**src/rtl/rr_arb4_sel_if.sv**
```systemverilog
// Request/grant bundle between the requesters and the round-robin arbiter.
// Sel/En feed the downstream 2-to-4 decoder's Din/En inputs.
interface rr_arb4_sel_if;
  logic [3:0] Req;
  logic       Done;
  logic [1:0] Sel;
  logic       En;
  logic       Timeout;

  modport master (output Req, Done, input Sel, En, Timeout);
  modport slave  (input Req, Done, output Sel, En, Timeout);
endinterface

```
**src/rtl/rr_arb4_sel.sv**
```systemverilog
// Four-requester round-robin arbiter with grant hold, forced release on
// timeout and a one-cycle guard gap between grants. All outputs registered.
module rr_arb4_sel #(
  parameter int unsigned HOLD_MAX = 15,
  parameter int unsigned CNT_W    = 4
) (
  input logic         Clk,
  input logic         Rst_n,
  rr_arb4_sel_if.slave bus
);

  localparam logic [CNT_W-1:0] HOLD_LIM = CNT_W'(HOLD_MAX);
  localparam logic [CNT_W-1:0] CNT_SAT  = '1;
  localparam bit               TO_EN    = (HOLD_MAX != 0);

  typedef enum logic [1:0] {IDLE = 2'd0, GRANT = 2'd1, GAP = 2'd2} state_t;

  state_t           state, state_nxt;
  logic [1:0]       sel_r, sel_d;
  logic             en_r, en_d;
  logic             to_r, to_d;
  logic [1:0]       ptr, ptr_d;
  logic [CNT_W-1:0] cnt, cnt_d;

  logic [1:0] win;
  logic       any_req;
  logic       done_rel, wd_rel, to_hit, rel;

  assign bus.Sel     = sel_r;
  assign bus.En      = en_r;
  assign bus.Timeout = to_r;

  // First requester at or after ptr; the descending loop lets the lowest offset win.
  always_comb begin
    win     = ptr;
    any_req = |bus.Req;
    for (int i = 3; i >= 0; i--) begin
      if (bus.Req[ptr + 2'(i)]) win = ptr + 2'(i);
    end
  end

  assign done_rel = bus.Done;
  assign wd_rel   = !bus.Req[sel_r];
  assign to_hit   = TO_EN && (cnt == HOLD_LIM);
  assign rel      = done_rel || wd_rel || to_hit;

  always_ff @(posedge Clk or negedge Rst_n) begin
    if (!Rst_n) begin
      state <= IDLE;
      sel_r <= 2'd0;
      en_r  <= 1'b0;
      to_r  <= 1'b0;
      ptr   <= 2'd0;
      cnt   <= '0;
    end else begin
      state <= state_nxt;
      sel_r <= sel_d;
      en_r  <= en_d;
      to_r  <= to_d;
      ptr   <= ptr_d;
      cnt   <= cnt_d;
    end
  end

  always_comb begin
    state_nxt = state;
    case (state)
      IDLE:    if (any_req) state_nxt = GRANT;
      GRANT:   if (rel)     state_nxt = GAP;
      GAP:     state_nxt = any_req ? GRANT : IDLE;
      default: state_nxt = IDLE;
    endcase
  end

  // Next values of the registered outputs, pointer and hold counter.
  always_comb begin
    sel_d = sel_r;
    en_d  = en_r;
    to_d  = 1'b0;
    ptr_d = ptr;
    cnt_d = cnt;
    case (state)
      IDLE, GAP: begin
        en_d = 1'b0;
        if (any_req) begin
          sel_d = win;
          en_d  = 1'b1;
          cnt_d = CNT_W'(1);
        end
      end
      GRANT: begin
        if (rel) begin
          en_d  = 1'b0;
          ptr_d = sel_r + 2'd1;
          to_d  = to_hit && !done_rel && !wd_rel;
        end else begin
          en_d = 1'b1;
          if (cnt != CNT_SAT) cnt_d = cnt + CNT_W'(1);
        end
      end
      default: begin
        en_d = 1'b0;
      end
    endcase
  end

endmodule

```
**src/flat_wrapper.sv**
```systemverilog
// flat-port wrapper written by rule: the top's interface ports become plain ports
module rr_arb4_sel_flat 
#(
  parameter int unsigned HOLD_MAX = 15,
  parameter int unsigned CNT_W    = 4
)
  (Clk, Rst_n, bus_Req, bus_Done, bus_Sel, bus_En, bus_Timeout);
  rr_arb4_sel_if bus_i ();
  input logic Clk;
  input logic Rst_n;
  input wire logic [$bits(bus_i.Req)-1:0] bus_Req;
  input wire logic [$bits(bus_i.Done)-1:0] bus_Done;
  output wire logic [$bits(bus_i.Sel)-1:0] bus_Sel;
  output wire logic [$bits(bus_i.En)-1:0] bus_En;
  output wire logic [$bits(bus_i.Timeout)-1:0] bus_Timeout;
  assign bus_i.Req = bus_Req;
  assign bus_i.Done = bus_Done;
  assign bus_Sel = bus_i.Sel;
  assign bus_En = bus_i.En;
  assign bus_Timeout = bus_i.Timeout;
  rr_arb4_sel #(.HOLD_MAX(HOLD_MAX), .CNT_W(CNT_W)) u_core (.Clk(Clk), .Rst_n(Rst_n), .bus(bus_i));
endmodule
```
**config.mk**
```make
export PLATFORM = sky130hd
export DESIGN_NAME = rr_arb4_sel_flat
export DESIGN_NICKNAME = d
export VERILOG_FILES = /design/src/rtl/rr_arb4_sel_if.sv /design/src/rtl/rr_arb4_sel.sv /design/src/flat_wrapper.sv
export SDC_FILE = /design/constraint.sdc
export NUM_CORES = 1
export LEC_CHECK = 0
export ABC_AREA = 1
export BUFFER_PORTS_ARGS = -buffer_cell sky130_fd_sc_hd__buf_2
export CORE_AREA = 2 2 50 52
export DETAILED_ROUTE_END_ITERATION = 7
export DIE_AREA = 0 0 52 54
export PLACE_DENSITY = 0.62
export SLEW_MARGIN = 20
export SYNTH_ARGS = -nofsm -noshare
export SYNTH_HDL_FRONTEND = slang
export SYNTH_SLANG_ARGS = --single-unit
```
**constraint.sdc**
```tcl
create_clock -name Clk -period 1.54 [get_ports Clk]
set_input_delay 0.154 -clock Clk [delete_from_list [all_inputs] [get_ports Clk]]
set_output_delay 0.154 -clock Clk [all_outputs]
set_load 0.02 [all_outputs]
```
==> results of run 1 <==
what timing repair did:
action,CTS,global route
hold endpoints to repair,12,0
endpoints found under the setup margin,0,1
hold buffers,1,0
gates resized for setup,0,1
worst paths after layout:
check	slack (ns)	start	cells after the start	endpoint
max	0.17	u_core.ptr[0]$_DFFE_PN0P_	11	u_core.bus.Sel[0]$_DFFE_PN0P_
min	0.17	bus_Done	4	u_core.bus.Timeout$_DFF_PN0_
max reg2reg	0.17	u_core.ptr[0]$_DFFE_PN0P_	11	u_core.bus.Sel[0]$_DFFE_PN0P_
min reg2reg	0.55	u_core.cnt[0]$_DFFE_PN0P_	2	u_core.cnt[0]$_DFFE_PN0P_
max in group asynchronous	1.04	Rst_n	2	u_core.ptr[0]$_DFFE_PN0P_
min in group asynchronous	0.28	Rst_n	2	u_core.bus.Sel[0]$_DFFE_PN0P_
registers in the layout (all words and copies together), names as in the netlist:
register            cells
u_core.bus.Sel          2
u_core.ptr              2
u_core.cnt              4
u_core.state            2
u_core.bus.Timeout      1
u_core.bus.En           1
routing by layer:
layer	up-vias	track usage	part of all wire	wire length [um]
met1	334	0.160	0.45	711
met3	4	0.0333	0.038	59
li1	388	-	-	-
met5	-	0	0	0
met2	15	0.213	0.49	767
met4	0	0.0789	0.017	26
through the flow:
step	power [mW]	util	area, um^2
final	1.82	0.395	916
after global routing	2.03	0.395	916
after CTS	1.84	0.394	915
after detailed placement	1.58	0.374	868
after global placement	1.55	0.374	868
after floorplan	1.37	-	785
area by class of cell:
type,count,area share
clock buffers,4,0.0396
inverters,18,0.0738
multi-input cells,83,0.443
flip-flops and latches,12,0.329
well taps,30,0.0410
repair buffers,12,0.0738
synth_stat cells:
cell and instances:
nor3_1 2, ha_1 1, nand3_1 12, clkinv_1 1, o211ai_1 1, dfrtp_1 12
nand2_2 6, xnor2_1 1, inv_2 3, o21bai_1 1, nand2_1 44, buf_6 1
nand4_4 1, o21ai_1 5, nand4_1 1, a21oi_1 1, nor2_1 4, inv_1 14
a31oi_1 1, o21ai_2 1, xor2_1 1
logic make-up after synthesis:
group                      after synthesis
adders and majority gates                1
xor gates and xnor gates                 2
DFF                                     12
buffers and inverters                   19
and+or+nand+nor                         70
AOI/OAI and AO/OA                       10
critical path, cell delays in order (launching register included):
cell      delay [ns]
dfrtp_2         0.45
buf_4           0.17
nand2_2         0.09
nand3_1         0.09
nand2_1         0.09
clkinv_1        0.05
nand2_1         0.05
nand2_1         0.06
nand2_1         0.06
nand2_1         0.05
nand3_1         0.06
nand2_1         0.05
power breakdown:
part / switching (mW) / internal (mW)
Combinational: 0.631 / 0.365
Sequential: 0.131 / 0.442
Clock: 0.110 / 0.144
Total: 0.872 / 0.951
==> flow_summary.ini, run 1 <==
[placement]
gp_congestion = 0.736
place_inst = 154
hpwl_um = 1220
port-buffer-count = 10
dpl_worst_slack_ns = 0.177

[logic_synthesis]
synth-compound-area-share = 0.0766
syn_nets = 122
synth-simple-area-share = 0.402
synth_top_area_frac = 0.383
synthMuxAreaShare = 0
yosysSeqAreaShare = 0.383
synthesis.area_um2 = 785
synth_warnings = 0
yosysTopAreaCell = dfrtp_1
synthAdderAreaFrac = 0.0159
synth-seq-cells = 12
synth_top_family_by_area = simple AND/OR/NAND/NOR gates
synth_cell_types = 21
synthCells = 114
syn_area_per_cell_um2 = 6.88
synthTopCellsByArea = dfrtp_1, nand2_1, nand3_1
synthXorXnorAreaFrac = 0.0223

[worst_setup_path]
required_ns = 1.71
crit_type = reg -> reg
end_kind = register
cp-start-kind = register
critPathArrivalTime_ns = 1.54
critPathMaxFanout = 6

[timing]
hold_violations = 0
fin_crit_ns = 1.37
holdWs_ns = 0.168
drv_slew = 0
rsz0062_at_grt = false
worst_slack_ns = 0.173
fmax_mhz = 731
max_slew_margin = 0.776
fin_tns_setup_ns = 0
finClkSkew_ns = 0.00244
setup_viol = 0
tightestPinTransition_ns = 0.335
period_share = 0.888

[global_route]
grt_overflow_total = 0
grt_max_degree = 13
antenna_found_initial = 0
grt_pass1_wl_um = 2690
grtUsageTotal = 0.133
grt_pass1_vias = 663

[clock_tree]
postCtsSetupRepairBufs = 0
clk_pin_slew_worst_paths_ns = 0.08
insertion_delay_ns = 0.27
cts_buffers = 3
cts_max_path_buffers = 2
cts_root_buffer = clkbuf_4
htree_levels = 1
clock-sinks = 12
cts_tree = yes

[power]
p_per_area_nw_per_um2 = 1990
ir_drop_uv = 766
leakagePower_nw = 0.526

[final_layout]
final_common_cell = nand2_1
regArea_um2 = 302
fillerInstances = 252
synthToLayoutAreaGrowth_pct = 16.7
nNetsFinal = 138
drive_gt1_frac = 0.209
multi_input_area_um2 = 405
antenna_cells = 0
final_cell_mix = nand2_1, inv_1, nand3_1, dfrtp_1, buf_2
instances_no_fill = 159

[worst_hold_path]
min_path_type = in -> reg

[die]
initial_core_util = 0.338
die_h_um = 54
die-area_um2 = 2810
pin_count = 11
core-area_um2 = 2320
die_w_um = 52
row_count = 18

[run]
drv_cap = 0

[routing]
avgRoutedWirePerCell_um = 9.84
ant_nets = 0
drc_errors = 0
via_per_inst = 4.66
drt_iter0_drc = 26
finalWirelength_um = 1570
via_count = 741
drt_first_pass_iters = 4

[run_status]
outcome = finished clean
Note: power is estimated with default switching activity, not from simulation.
==> run 2, diff against run 1 <==
RECOVER_POWER = 25   (was unset)
clock period = 1.7 ns   (was 1.54 ns; I/O delays follow)
==> run 2 against run 1 <==
Combinational power fell by 9.2%. Utilization fell by 0.11 points. Hold slack gained 0.019 ns. Global-route usage decreased by 0.059 points. Worst setup slack better by 0.16 ns. Critical endpoint unchanged. Largest power group unchanged. Highest routed layer unchanged.
==> flow_summary.ini, run 2 (synthesized netlist as in run 1, its figures left out) <==
[run_status]
outcome = finished clean

[worst_setup_path]
crit_type = reg -> reg
startpoint = u_core.ptr[0]$_DFFE_PN0P_
critPathArrivalTime_ns = 1.55
required_ns = 1.87
end_kind = register
slowest_delay_ns = 0.45
cp-start-kind = register
cp_cell_sequence = buf_4 > nand2_2 > nand3_1 > nand2_1 > clkinv_1 > nand2_1 > nand2_1 > nand2_1 > nand2_1 > nand3_1 > nand2_1
critPathMaxFanout = 6
crit_top_cell = nand2_1
critPathTopFamily = simple AND/OR/NAND/NOR gates
cp_num_buf_inv = 2
crit_slowest_cell = dfrtp_1
r2r_start = u_core.ptr[0]$_DFFE_PN0P_

[clock_tree]
clk_pin_slew_worst_paths_ns = 0.08
cts_resized = 0
insertion_delay_ns = 0.27
cts_buffers = 3
cts_root_buffer = clkbuf_4
postCtsSetupRepairBufs = 0
cts_tree = yes
cts_max_path_buffers = 2
htree_levels = 1
postCtsHoldBufs = 1
clock-sinks = 12

[power]
p_per_area_nw_per_um2 = 1810
ir_drop_uv = 786
leakagePower_nw = 0.524
p_total_mw = 1.65

[timing]
fin_crit_ns = 1.37
fin_tns_setup_ns = 0
fmax_mhz = 729
tightestPinTransition_ns = 0.648
rsz0062_at_grt = false
max_slew_margin = 0.568
finClkSkew_ns = 0.0115
setup_viol = 0
worst_slack_ns = 0.329
period_share = 0.807
drv_slew = 0
holdWs_ns = 0.188
hold_violations = 0

[global_route]
antenna_found_initial = 0
grt_pass1_wl_um = 2740
grtUsageTotal = 0.132
grt_pass1_vias = 650
grt_overflow_total = 0
grt_max_degree = 13

[die]
die_w_um = 52
die_h_um = 54
initial_core_util = 0.338
pin_count = 11
row_count = 18
core-area_um2 = 2320
die-area_um2 = 2810

[worst_hold_path]
hp-start = bus_Done
min_path_type = in -> reg

[run]
drv_cap = 0

[final_layout]
regArea_um2 = 300
instances_no_fill = 159
largest_reg_flops = 4
drive_gt1_frac = 0.194
nNetsFinal = 138
top_register = u_core.cnt
synthToLayoutAreaGrowth_pct = 16.4
final_common_cell = nand2_1
multi_input_area_um2 = 405
fillerInstances = 261
antenna_cells = 0
final_cell_mix = nand2_1, inv_1, nand3_1, dfrtp_1, buf_2

[routing]
via_count = 742
drt_first_pass_iters = 4
finalWirelength_um = 1570
via_per_inst = 4.67
drt_iter0_drc = 18
avgRoutedWirePerCell_um = 9.90
drc_errors = 0
ant_nets = 0

[placement]
gp_congestion = 0.736
port-buffer-count = 10
place_inst = 154
dpl_worst_slack_ns = 0.343
hpwl_um = 1240
[run 2: layer usage]
metal / GRT usage / vias to the layer above / wire [um]
li1: - / 389 / -
met1: 0.157 / 342 / 730
met2: 0.234 / 9 / 789
met3: 0.0250 / 2 / 42
met4: 0.0526 / 0 / 12
met5: 0 / - / 0
[run 2: worst register-to-register path, stage by stage (launching register included)]
cell      delay [ns]
dfrtp_1         0.45
buf_4           0.19
nand2_2         0.09
nand3_1         0.09
nand2_1         0.08
clkinv_1        0.05
nand2_1         0.05
nand2_1         0.06
nand2_1         0.06
nand2_1         0.04
nand3_1         0.06
nand2_1         0.05
[run 2: stage by stage]
stage	cell area (um^2)	utilization
final	913	0.394
after global routing	913	0.394
after CTS	915	0.394
after detailed placement	868	0.374
after global placement	868	0.374
after floorplan	785	-
[run 2: final timing paths]
| path | end | slack [ns] | cells past startpoint |
|---|---|---|---|
| max | u_core.bus.Sel[0]$_DFFE_PN0P_ | 0.33 | 11 |
| min | u_core.bus.Timeout$_DFF_PN0_ | 0.19 | 4 |
| max reg2reg | u_core.bus.Sel[0]$_DFFE_PN0P_ | 0.33 | 11 |
| min reg2reg | u_core.cnt[0]$_DFFE_PN0P_ | 0.54 | 2 |
| max in group asynchronous | u_core.cnt[2]$_DFFE_PN0P_ | 0.85 | 2 |
| min in group asynchronous | u_core.bus.Sel[0]$_DFFE_PN0P_ | 0.42 | 2 |
[run 2: where the power goes]
part	switching, mW	internal [mW]	total (mW)
clock network	0.0973	0.130	0.227
logic	0.575	0.330	0.904
registers	0.120	0.398	0.518
[run 2: cell type report]
class / count / share of cell area
multi-input combinational: 83 / 0.444
sequential: 12 / 0.329
inverter: 18 / 0.0740
timing repair buffer: 12 / 0.0726
tap: 30 / 0.0411
clock buffer: 4 / 0.0397
